## src/rtl/reg_dump_unit.sv

```systemverilog
// reg_dump_unit
//   Register-file read-out engine. A start pulse latches an index range,
//   the range is walked through the RF's spare combinational read port, and
//   each value is streamed over a valid/ready interface to a debug sink.
//   The range wraps modulo NUM_REGS, so first > last is legal.
//
// Ports
//   clk          system clock, rising edge
//   rst          asynchronous active-low reset (0 = reset)
//   start        one-cycle dump request, honoured only in IDLE
//   abort        synchronous cancel, wins over everything except rst
//   dump_first   first register index, sampled with start
//   dump_last    last register index, sampled with start
//   rf_addr      RF read address
//   rf_data      RF read data, combinational from rf_addr
//   out_valid    out_data/out_idx/out_last are valid
//   out_ready    sink accepts the word when high with out_valid
//   out_data     register value (or checksum)
//   out_idx      index of out_data
//   out_last     final word of this dump
//   out_is_sum   checksum word marker (REG_DUMP_CHECKSUM_EN only)
//   busy         high in every state except IDLE
//   done         one-cycle pulse after the last handshake
//
// Build option
//   REG_DUMP_CHECKSUM_EN : append an XOR checksum word after the last register.
//
// state | meaning
// ------+----------------------------------------------------------
// IDLE  | waiting for start
// READ  | rf_addr driven, value/index captured at the clock edge
// SEND  | out_valid high, word held until handshake
// CSUM  | checksum word on the output (REG_DUMP_CHECKSUM_EN only)
// DONE  | one-cycle done pulse, start ignored

module reg_dump_unit #(
  parameter int DATA_W   = 32,
  parameter int ADDR_W   = 5,
  parameter int NUM_REGS = 32
) (
  input  logic              clk,
  input  logic              rst,
  input  logic              start,
  input  logic              abort,
  input  logic [ADDR_W-1:0] dump_first,
  input  logic [ADDR_W-1:0] dump_last,
  output logic [ADDR_W-1:0] rf_addr,
  input  logic [DATA_W-1:0] rf_data,
  output logic              out_valid,
  input  logic              out_ready,
  output logic [DATA_W-1:0] out_data,
  output logic [ADDR_W-1:0] out_idx,
  output logic              out_last,
`ifdef REG_DUMP_CHECKSUM_EN
  output logic              out_is_sum,
`endif
  output logic              busy,
  output logic              done
);

`ifdef REG_DUMP_CHECKSUM_EN
  typedef enum logic [2:0] {S_IDLE, S_READ, S_SEND, S_DONE, S_CSUM} state_t;
`else
  typedef enum logic [1:0] {S_IDLE, S_READ, S_SEND, S_DONE} state_t;
`endif

  state_t state, state_next;

  logic [ADDR_W-1:0] last_q;
  // Set in READ when the captured index is the final one of the range.
  logic              word_last;
  logic              hs;
  logic [ADDR_W-1:0] addr_inc;

`ifdef REG_DUMP_CHECKSUM_EN
  logic [DATA_W-1:0] csum;
`endif

  assign hs       = out_valid && out_ready;
  assign addr_inc = (rf_addr == ADDR_W'(NUM_REGS - 1)) ? '0 : rf_addr + 1'b1;

  always_ff @(posedge clk or negedge rst) begin
    if (!rst) state <= S_IDLE;
    else      state <= state_next;
  end

  always_comb begin
    state_next = state;
    busy       = 1'b0;
    out_valid  = 1'b0;
    out_last   = 1'b0;
    done       = 1'b0;
`ifdef REG_DUMP_CHECKSUM_EN
    out_is_sum = 1'b0;
`endif
    case (state)
      S_IDLE: begin
        if (start && !abort) state_next = S_READ;
      end
      S_READ: begin
        busy       = 1'b1;
        state_next = abort ? S_IDLE : S_SEND;
      end
      S_SEND: begin
        busy      = 1'b1;
        out_valid = 1'b1;
`ifdef REG_DUMP_CHECKSUM_EN
        // The checksum word carries out_last, never the final register.
        out_last  = 1'b0;
`else
        out_last  = word_last;
`endif
        if (abort) begin
          state_next = S_IDLE;
        end else if (hs) begin
`ifdef REG_DUMP_CHECKSUM_EN
          state_next = word_last ? S_CSUM : S_READ;
`else
          state_next = word_last ? S_DONE : S_READ;
`endif
        end
      end
`ifdef REG_DUMP_CHECKSUM_EN
      S_CSUM: begin
        busy       = 1'b1;
        out_valid  = 1'b1;
        out_last   = 1'b1;
        out_is_sum = 1'b1;
        if (abort)   state_next = S_IDLE;
        else if (hs) state_next = S_DONE;
      end
`endif
      S_DONE: begin
        busy       = 1'b1;
        done       = !abort;
        state_next = S_IDLE;
      end
      default: state_next = S_IDLE;
    endcase
  end

  // rf_addr doubles as the current-index register: it is only advanced on a
  // non-final handshake, so it holds its value outside READ.
  always_ff @(posedge clk or negedge rst) begin
    if (!rst) begin
      rf_addr   <= '0;
      last_q    <= '0;
      word_last <= 1'b0;
      out_data  <= '0;
      out_idx   <= '0;
`ifdef REG_DUMP_CHECKSUM_EN
      csum      <= '0;
`endif
    end else if (!abort) begin
      case (state)
        S_IDLE: begin
          if (start) begin
            rf_addr <= dump_first;
            last_q  <= dump_last;
`ifdef REG_DUMP_CHECKSUM_EN
            csum    <= '0;
`endif
          end
        end
        S_READ: begin
          out_data  <= rf_data;
          out_idx   <= rf_addr;
          word_last <= (rf_addr == last_q);
        end
        S_SEND: begin
          if (hs) begin
`ifdef REG_DUMP_CHECKSUM_EN
            csum <= csum ^ out_data;
            if (word_last) begin
              out_data <= csum ^ out_data;
              out_idx  <= '0;
            end
`endif
            if (!word_last) rf_addr <= addr_inc;
          end
        end
        default: ;
      endcase
    end
  end

endmodule

```

## config.mk

```make
export PLATFORM = sky130hd
export DESIGN_NAME = reg_dump_unit
export DESIGN_NICKNAME = d
export VERILOG_FILES = /design/src/rtl/reg_dump_unit.sv
export SDC_FILE = /design/constraint.sdc
export NUM_CORES = 1
export LEC_CHECK = 0
export CORE_MARGIN = 1.5
export CORE_UTILIZATION = 27
export DETAILED_ROUTE_END_ITERATION = 12
export GPL_TIMING_DRIVEN = 0
export PLACE_DENSITY = 0.67
export SYNTH_ARGS = -nofsm -noshare
export SYNTH_HDL_FRONTEND = slang
export SYNTH_SLANG_ARGS = --single-unit
```

## constraint.sdc

```tcl
create_clock -name clk -period 1.7 [get_ports clk]
set_input_delay 0.425 -clock clk [delete_from_list [all_inputs] [get_ports clk]]
set_output_delay 0.425 -clock clk [all_outputs]
set_load 0.005 [all_outputs]
```

======== Word level (Yosys, flattened, before mapping) ========
Index checks and enable logic that the tools add are counted.
storage, ports and cells
  bits in registers ....................... 50
  latch bits .............................. 0
  bits in writable memories ............... 0
  bits in read-only memories .............. 0
  input bits .............................. 47
  output and inout port bits .............. 46
  word-level logic and storage cells ...... 43
  memories ................................ 0
operators by class
  $add $sub $neg .......................... 1
  multiply operators ...................... 0
  div/mod/pow operators ................... 0
  order comparisons ....................... 0
  eq/ne operators ......................... 10
  shifts and indexed selects .............. 0
  mux-type cells .......................... 15
  bitwise logic cells ..................... 1
  reduce and logical (&&, ||, !) cells .... 10
operators by type and width
  kind                                                                    number
  5-bit 2-to-1 mux                                                        4
  2-bit 2-to-1 mux                                                        5
  5-bit case mux with 2 select lines                                      1
  2-bit != test (second input constant)                                   4
  2-bit case mux with 4 select lines                                      1
  5-bit by 1-bit adder with 5-bit output (second input constant)          1
  5-bit equality test                                                     1
  5-bit equality test (second input constant)                             1
  5-bit AND reduction                                                     1
  2-bit equality test (second input constant)                             2
  1-bit 2-to-1 mux                                                        4
  2-bit AND reduction                                                     2
  3-bit != test (second input constant)                                   1
  3-bit AND reduction                                                     1
  3-bit OR reduction                                                      1
  2-bit by 1-bit equality test with 1-bit output (second input constant)  1
  1-bit logical AND                                                       2
  2-bit logical NOT                                                       1
  2-bit nonzero test                                                      1
  1-bit logical NOT                                                       1
  1-bit inverter                                                          1

======== Logic depth before layout (Yosys ltp) ========
Gate-level depths: netlist of the first run.
  depth in word-level cells ............... 6
  depth in mapped cells ................... 6

======== Worst setup path after synthesis of the first run ========
OpenSTA, ideal clock, no wires.
  path kind ............................... input to register
  from .................................... input abort
  to ...................................... register out_data[0]
  arrival ................................. 1.441 ns
  data required time ...................... 1.575 ns
  path slack .............................. 0.134 ns
  stages .................................. 5
  cell sequence ........................... clkbuf_2 nor3b_2 buf_4 buf_6 mux2_2
between the ends
  longest elaborated chain between the ends .. 2
RTL lines
  element                        RTL line  source
  start: declaration             44        input logic abort,
  1-bit inverter (no line)       n/a
  2-bit AND reduction (no line)  n/a
  end signal: assignment         166       out_data <= rf_data;
  end: declaration               51        output logic [DATA_W-1:0] out_data,
No other way between the ends.
A chain may end at the register's enable or synchronous reset.

======== Worst setup path after layout of the first run ========
  from .................................... register rf_addr[0]
  to ...................................... output rf_addr[0]
RTL lines
  element                   RTL line  source
  start: declaration        47        output logic [ADDR_W-1:0] rf_addr,
  start signal: assignment  158       rf_addr <= dump_first;
  start signal: assignment  179       if (!word_last) rf_addr <= addr_inc;
No word-level cell between the ends.

==> summary.md, run 1 <==
| Metric | Value |
|---|---|
| Status | `finished clean` |
| WL/cell | `13.0 microns` |
| Peak VDD IR | `0.000534 V` |
| Clk sink count | `50` |
| Part of the Yosys area used for sequential elements | `59.3%` |
| Synth Area in Simple Gates | `7.60%` |
| Slew headroom | `74.9%` |
| Post-DP HPWL | `3.32 mm` |
| Clock slew at reported path FFs | `0.10 ns` |
| Initial antenna violation count | `0` |
| Startpoint types | `register` |
| Achievable Freq | `611 MHz` |
| Final Critical Period | `1.64 ns` |
| Final Max Slew Viols | `0` |
| Asr flop ratio synth | `100%` |
| Root Driver | `clkbuf_8` |
| Final hold violations | `0` |
| Syn Std Cell Area | `0.00211 sq mm` |
| Most frequent cells in the layout | `84 x clkdlybuf4s50_1, 44 x dfrtp_1, 42 x mux2_2` |
| Critical path type | `reg -> out` |
| Worst R2R Setup Slack | `0.13 ns` |
| Die Y | `91.4 microns` |
| Setup TNS | `0 ns` |
| Initial core utilization | `27.6%` |
| Worst endpoint data arrival time | `1.21 ns` |
| Final instance count without filler cells | `363` |
| Crit path max-delay cell type | `clkdlybuf4s50_1` |
| Drc violations | `0` |
| Gr ovfl total | `0` |
| Crit-path max FO | `3` |
| Layout Nets | `309` |
| Row count | `32` |
| Die W | `91.4 microns` |
| Max Cap Viol | `0` |
| Ys flop type | `dfrtp_1` |
| Final worst slack | `0.0624 ns` |
| Net Count, Synth | `199` |
| Drt pass-1 iters | `4` |
| Placed cells | `344` |
| Port Buf Inserts | `91` |
| Flop pwr share | `44.1%` |
| Commonest non-fill, non-tap cell in the layout | `clkdlybuf4s50_1` |
| Combinational power share | `38.1%` |
| Worst path required time | `1.27 ns` |
| Mux cell area share after synthesis | `22.9%` |
| RR Endpoint | `rf_addr[0]` |
| Netlist cell types | `29` |
| Die ar. | `0.00835 sq mm` |
| CTS Buf Count | `5` |
| Worst Max-Slew Pin Slew | `0.375 ns` |
| Highest metal used | `met4` |
| Clk network pwr share | `17.9%` |
| Share of layout cells above drive strength 1 | `33.3%` |
| Synth warn | `0` |
| Leakage | `1.39 nW` |
| Net switching power | `1.06 mW` |
| Vias in the first global route | `1594` |
| Compound-Gate Fraction of Synth Area | `3.98%` |
| Number of synthesized flops with an enable pin | `0` |
| TritonCTS clock tree | `built` |
| Hold Path Class | `in -> async` |
| Largest family of logic cells by synthesized area | `multiplexers` |
| Diodes inserted | `0` |
| CTS max path bufs | `2` |
| Critical path's top delay family | `buffers and inverters` |
| Post-Syn Area per Cell | `14.1 sq um` |
| Tot GR Track Use | `11.6%` |
| Synthesis-stage register bit count | `50` |
| Met1 WL | `2.23 mm` |
| Routability cong. | `0.757` |
| Core ar. | `0.00765 sq mm` |
| Boundary Pins | `93` |
| Final setup violation count | `0` |
| Final ANT Viol Nets | `0` |
| Cells after synthesis | `150` |
| Worst Skew | `0.00775 ns` |
| Post-Synth Adder-Cell Area | `1.19%` |
| Switching part of the total | `26.2%` |
| Final Cycle Share | `96.3%` |
| CP peak stage delay | `0.51 ns` |
| Int Power | `2.99 mW` |
| Power density over the cells | `1210 mW/mm^2` |
| Worst-path cell chain | `clkdlybuf4s50_1` |
| Synth Area in XOR/XNOR | `2.08%` |
| Area growth syn-to-layout | `59.2%` |
| RSZ-0062 raised after global routing | `no` |
| Pin count of the biggest net entering global routing | `38` |
| DRT Wirelength | `4.73 mm` |
| R2R Path Start | `rf_addr[0]` |
| Total number of vias | `1592` |
| Element type at the critical path end | `output port` |
| Metal2 WL | `2.15 mm` |
| WL met3 | `344 microns` |
| Vias/cell | `4.39` |
| Cells on worst reg2reg path | `6` |
| Hold-fix buffers, CTS | `0` |
| Initial DRC count | `14` |
| Pre-CTS setup slack | `-0.226 ns` |
| First-pass GRT wire length | `7.78 mm` |
| Htree depth | `2` |
| Clk Latency, worst-skew pair | `0.29 ns` |
| CP bufs+invs | `1` |
| Fillers | `728` |
repair_timing:
item,in CTS,in global routing
pin swaps,0,1
setup endpoints to repair,9,11
gates resized for setup,25,7
setup buffers,4,9
flip-flops by register name, indices dropped and copies added, names as in the netlist:
signal and flops:
state 2, out_data 32, rf_addr 5, out_idx 5, last_q 5, word_last 1
area by class of cell:
class,count,area [sq um],area share [%]
Sequential cell,50,1260,37.5
Timing Repair Buffer,105,1010,30.2
Multi-Input combinational cell,89,811,24.2
Tap cell,102,128,3.80
Clock buffer,6,82.6,2.46
Buffer,5,37.5,1.12
Inverter,4,15.0,0.447
Clock inverter,2,12.5,0.373
synthesized netlist by cell type (2+ instances only):
cell / instances / share of area [%]
nand3_1: 4 / 0.95
nand2_1: 6 / 1.1
a32oi_1: 2 / 0.83
mux2_2: 42 / 22
dfrtp_1: 50 / 59
xnor2_1: 5 / 2.1
nor2_1: 6 / 1.1
buf_4: 2 / 0.71
a31oi_1: 2 / 0.59
ha_1: 2 / 1.2
a21oi_1: 4 / 0.95
buf_2: 3 / 0.71
nand2b_1: 3 / 0.89
inv_1: 4 / 0.71
power groups by stage:
stage / sequential [mW] / combinational [mW] / clock, mW
after CTS: 1.80 / 1.50 / 0.765
final: 1.78 / 1.54 / 0.724
after floorplan: 1.83 / 0.505 / 0
after global placement: 1.81 / 1.43 / 0
after global routing: 1.84 / 1.67 / 0.808
after detailed placement: 1.83 / 1.44 / 0
routing by layer:
metal / vias up / global-route usage (%)
li1: 744 / -
met1: 772 / 15.8
met2: 74 / 18.5
met3: 2 / 3.85
met4: 0 / 1.56
met5: - / 0
worst max path at each step:
| stage | from | endpoint | slack [ns] | depth (start not counted) |
|---|---|---|---|---|
| after floorplan | abort | out_data[0] | 0.13 | 5 |
| after global placement | rst | out_data[7] | -1.34 | 1 |
| after detailed placement | out_ready | rf_addr[3] | -0.23 | 5 |
| after CTS | state[0] | out_last | -0.002 | 5 |
| after global routing | state[1] | out_data[31] | 0.02 | 4 |
| final | rf_addr[0] | rf_addr[0] | 0.06 | 1 |
cell families after synthesis:
| family | Yosys count |
|---|---|
| XOR/XNOR | 5 |
| AO/OA/AOI/OAI | 11 |
| flip-flops | 50 |
| adder cells (fa/ha/maj) | 2 |
| buffers and inverters | 11 |
| multiplexers | 43 |
| AND/OR/NAND/NOR | 28 |
metrics by stage:
stage / instance area [sq um] / hold WS, ns / power (mW) / utilization [%]
after floorplan: 2110 / 0.129 / 2.34 / -
after global placement: 3150 / 0.488 / 3.24 / 41.1
after detailed placement: 3160 / 0.350 / 3.28 / 41.3
after CTS: 3300 / 0.0221 / 4.07 / 43.1
after global routing: 3360 / 0.0293 / 4.32 / 43.9
final: 3360 / 0.0208 / 4.05 / 43.9
(Power assumes the default switching activity.)
==> inputs of run 2 (changes only) <==
CORE_UTILIZATION = 42   (was 27)
PLACE_DENSITY = 0.91   (was 0.67)
==> run 2 against run 1 <==
Power is 9.0% higher. Global-route usage increased by 7.3 points. Flip-flop and latch count unchanged. First-iteration DRC count grew to 2.6 times the previous value. Die area fell by 35%. Maximum frequency shrank 1.6%. Via count up 0.38%. Hold slack better by 0.058 ns. Clock power up 40%. Critical endpoint is now rf_addr[2].
==> summary.md, run 2 (same netlist as run 1, synthesis figures left out) <==
| Metric | Value |
|---|---|
| Gr ovfl total | `0 (unchanged)` |
| Slew headroom | `66.7% (-8.2 points)` |
| Die W | `73.9 microns (-19%)` |
| Final ANT Viol Nets | `0 (unchanged)` |
| WHS | `0.0787 ns (+0.0578 ns)` |
| Final Critical Period | `1.66 ns (+0.0270 ns)` |
| Leakage | `1.43 nW (+2.8%)` |
| RSZ-0062 raised after global routing | `yes` |
| Vias/cell | `4.83 (+10%)` |
| Die ar. | `0.00545 sq mm (-35%)` |
| TritonCTS clock tree | `built` |
| Initial antenna violation count | `0 (unchanged)` |
| DRT Wirelength | `4.94 mm (+4.4%)` |
| Crit-path max FO | `6 (+3)` |
| Post-DP HPWL | `3.43 mm (+3.2%)` |
| Worst path required time | `1.27 ns (about the same)` |
| Port Buf Inserts | `91 (unchanged)` |
| Commonest non-fill, non-tap cell in the layout | `clkdlybuf4s50_1` |
| Startpoint types | `register` |
| Root Driver | `clkbuf_8` |
| Tot GR Track Use | `19.0% (+7.3 points)` |
| Pin count of the biggest net entering global routing | `31 (-18%)` |
| Worst endpoint data arrival time | `1.24 ns (+0.03 ns)` |
| Diodes inserted | `0 (unchanged)` |
| CTS max path bufs | `2 (unchanged)` |
| Peak VDD IR | `0.000905 V (+69%)` |
| Drt pass-1 iters | `4 (unchanged)` |
| Final Cycle Share | `97.9% (+1.6 points)` |
| Worst Max-Slew Pin Slew | `0.499 ns (+0.124 ns)` |
| Share of layout cells above drive strength 1 | `34.8% (+1.5 points)` |
| Initial DRC count | `36 (+22)` |
| Die Y | `73.9 microns (-19%)` |
| Clk sink count | `50 (unchanged)` |
| Area growth syn-to-layout | `62.6%` |
| Clk Latency, worst-skew pair | `0.30 ns (about the same)` |
| Worst Skew | `0.00895 ns (+0.00121 ns)` |
| Final hold violations | `0 (unchanged)` |
| Total number of vias | `1598 (+0.38%)` |
| Row count | `25 (-22%)` |
| Hold-fix buffers, CTS | `0 (unchanged)` |
| Element type at the critical path end | `output port` |
| CP peak stage delay | `0.51 ns (about the same)` |
| Core ar. | `0.00479 sq mm (-37%)` |
| Final setup violation count | `0 (unchanged)` |
| Register bank with the most flops | `out_data` |
| First-pass GRT wire length | `7.78 mm (unchanged)` |
| Status | `finished clean` |
| Initial core utilization | `44.1% (+16 points)` |
| Max Cap Viol | `0 (unchanged)` |
| Crit path max-delay cell type | `clkdlybuf4s50_1` |
| Htree depth | `2 (unchanged)` |
| Max FFs per register | `32 (unchanged)` |
| Boundary Pins | `93 (unchanged)` |
| Hold Path Class | `in -> async` |
| CTS Buf Count | `5 (unchanged)` |
| Critical path's top delay family | `buffers and inverters` |
| Setup TNS | `0 ns (unchanged)` |
| Critical path type | `reg -> out` |
| WL/cell | `14.9 microns (+15%)` |
| CP bufs+invs | `1 (unchanged)` |
| Achievable Freq | `601 MHz (-1.6%)` |
| Most frequent cells in the layout | `85 x clkdlybuf4s50_1, 44 x dfrtp_1, 42 x mux2_2` |
| Vias in the first global route | `1686 (+5.8%)` |
| Worst-path cell chain | `clkdlybuf4s50_1` |
| Layout Nets | `312 (+0.97%)` |
| Final Max Slew Viols | `0 (unchanged)` |
| Drc violations | `0 (unchanged)` |
| Routability cong. | `0.834 (+10%)` |
| Power density over the cells | `1290 mW/mm^2 (+6.8%)` |
| Clock slew at reported path FFs | `0.09 ns (about the same)` |
[run 2: cell types whose count changed in the layout (fill, tap and decap cells not counted), sizes merged]
cell	before	now
clkbuf	8	7
bufinv	0	2
dlygate4sd2	0	1
dlymetal6s2s	2	1
clkdlybuf4s50	84	85
clkinvlp	1	0
clkinv	1	0
buf	22	25
[run 2: layer usage]
metal	part of all wire, %	GRT usage (%)
met1	41	22.0
met3	6.2	6.31
met5	0	0
met4	1.1	4.94
met2	51	33.5
[run 2: report_power, final]
group	switching, mW	leakage, nW	total, mW	internal (mW)
clock network	0.384	0.0714	1.01	0.627
logic	0.481	0.771	1.61	1.13
registers	0.225	0.589	1.80	1.57
[run 2: final timing paths]
path,slack [ns],startpoint,to,depth (start not counted)
max in group asynchronous,1.08,rst,state[1],2
min reg2reg,0.51,out_data[28],out_data[28],1
max,0.04,rf_addr[2],rf_addr[2],1
min,0.08,rst,out_data[10],1
max reg2reg,0.05,rf_addr[1],rf_addr[2],7
min in group clk,0.46,abort,state[1],2
[run 2: final cells by class]
type                    count  area [sq um]
fillers                   343          1360
well taps                  67          83.8
inverters                   4          15.0
flip-flops and latches     50          1260
plain buffers               7          60.1
clock inverters             2          60.1
repair buffers            106          1040
clock buffers               6          82.6
multi-input cells          89           828
[run 2: through the flow]
| step | cell area (sq um) | util (%) | total power [mW] | std cells | worst slack [ns] |
|---|---|---|---|---|---|
| 3_3_place_gp | 3100 | 64.8 | 3.22 | 308 | -1.22 |
| 3_5_place_dp | 3120 | 65.2 | 3.29 | 309 | -0.217 |
| 4_1_cts | 3330 | 69.6 | 4.37 | 325 | 0.00474 |
| 2_1_floorplan | 2110 | - | 2.34 | 150 | 0.134 |
| 5_1_grt | 3430 | 71.6 | 4.68 | 331 | -0.0272 |
| 6_report | 3430 | 71.6 | 4.42 | 331 | 0.0354 |
[run 2: what timing repair did]
item | in CTS | in global routing
endpoints found under the setup margin | 9 | 17
pin swaps | 0 | 2
gates resized for setup | 25 | 9
buffers inserted | 8 | 6
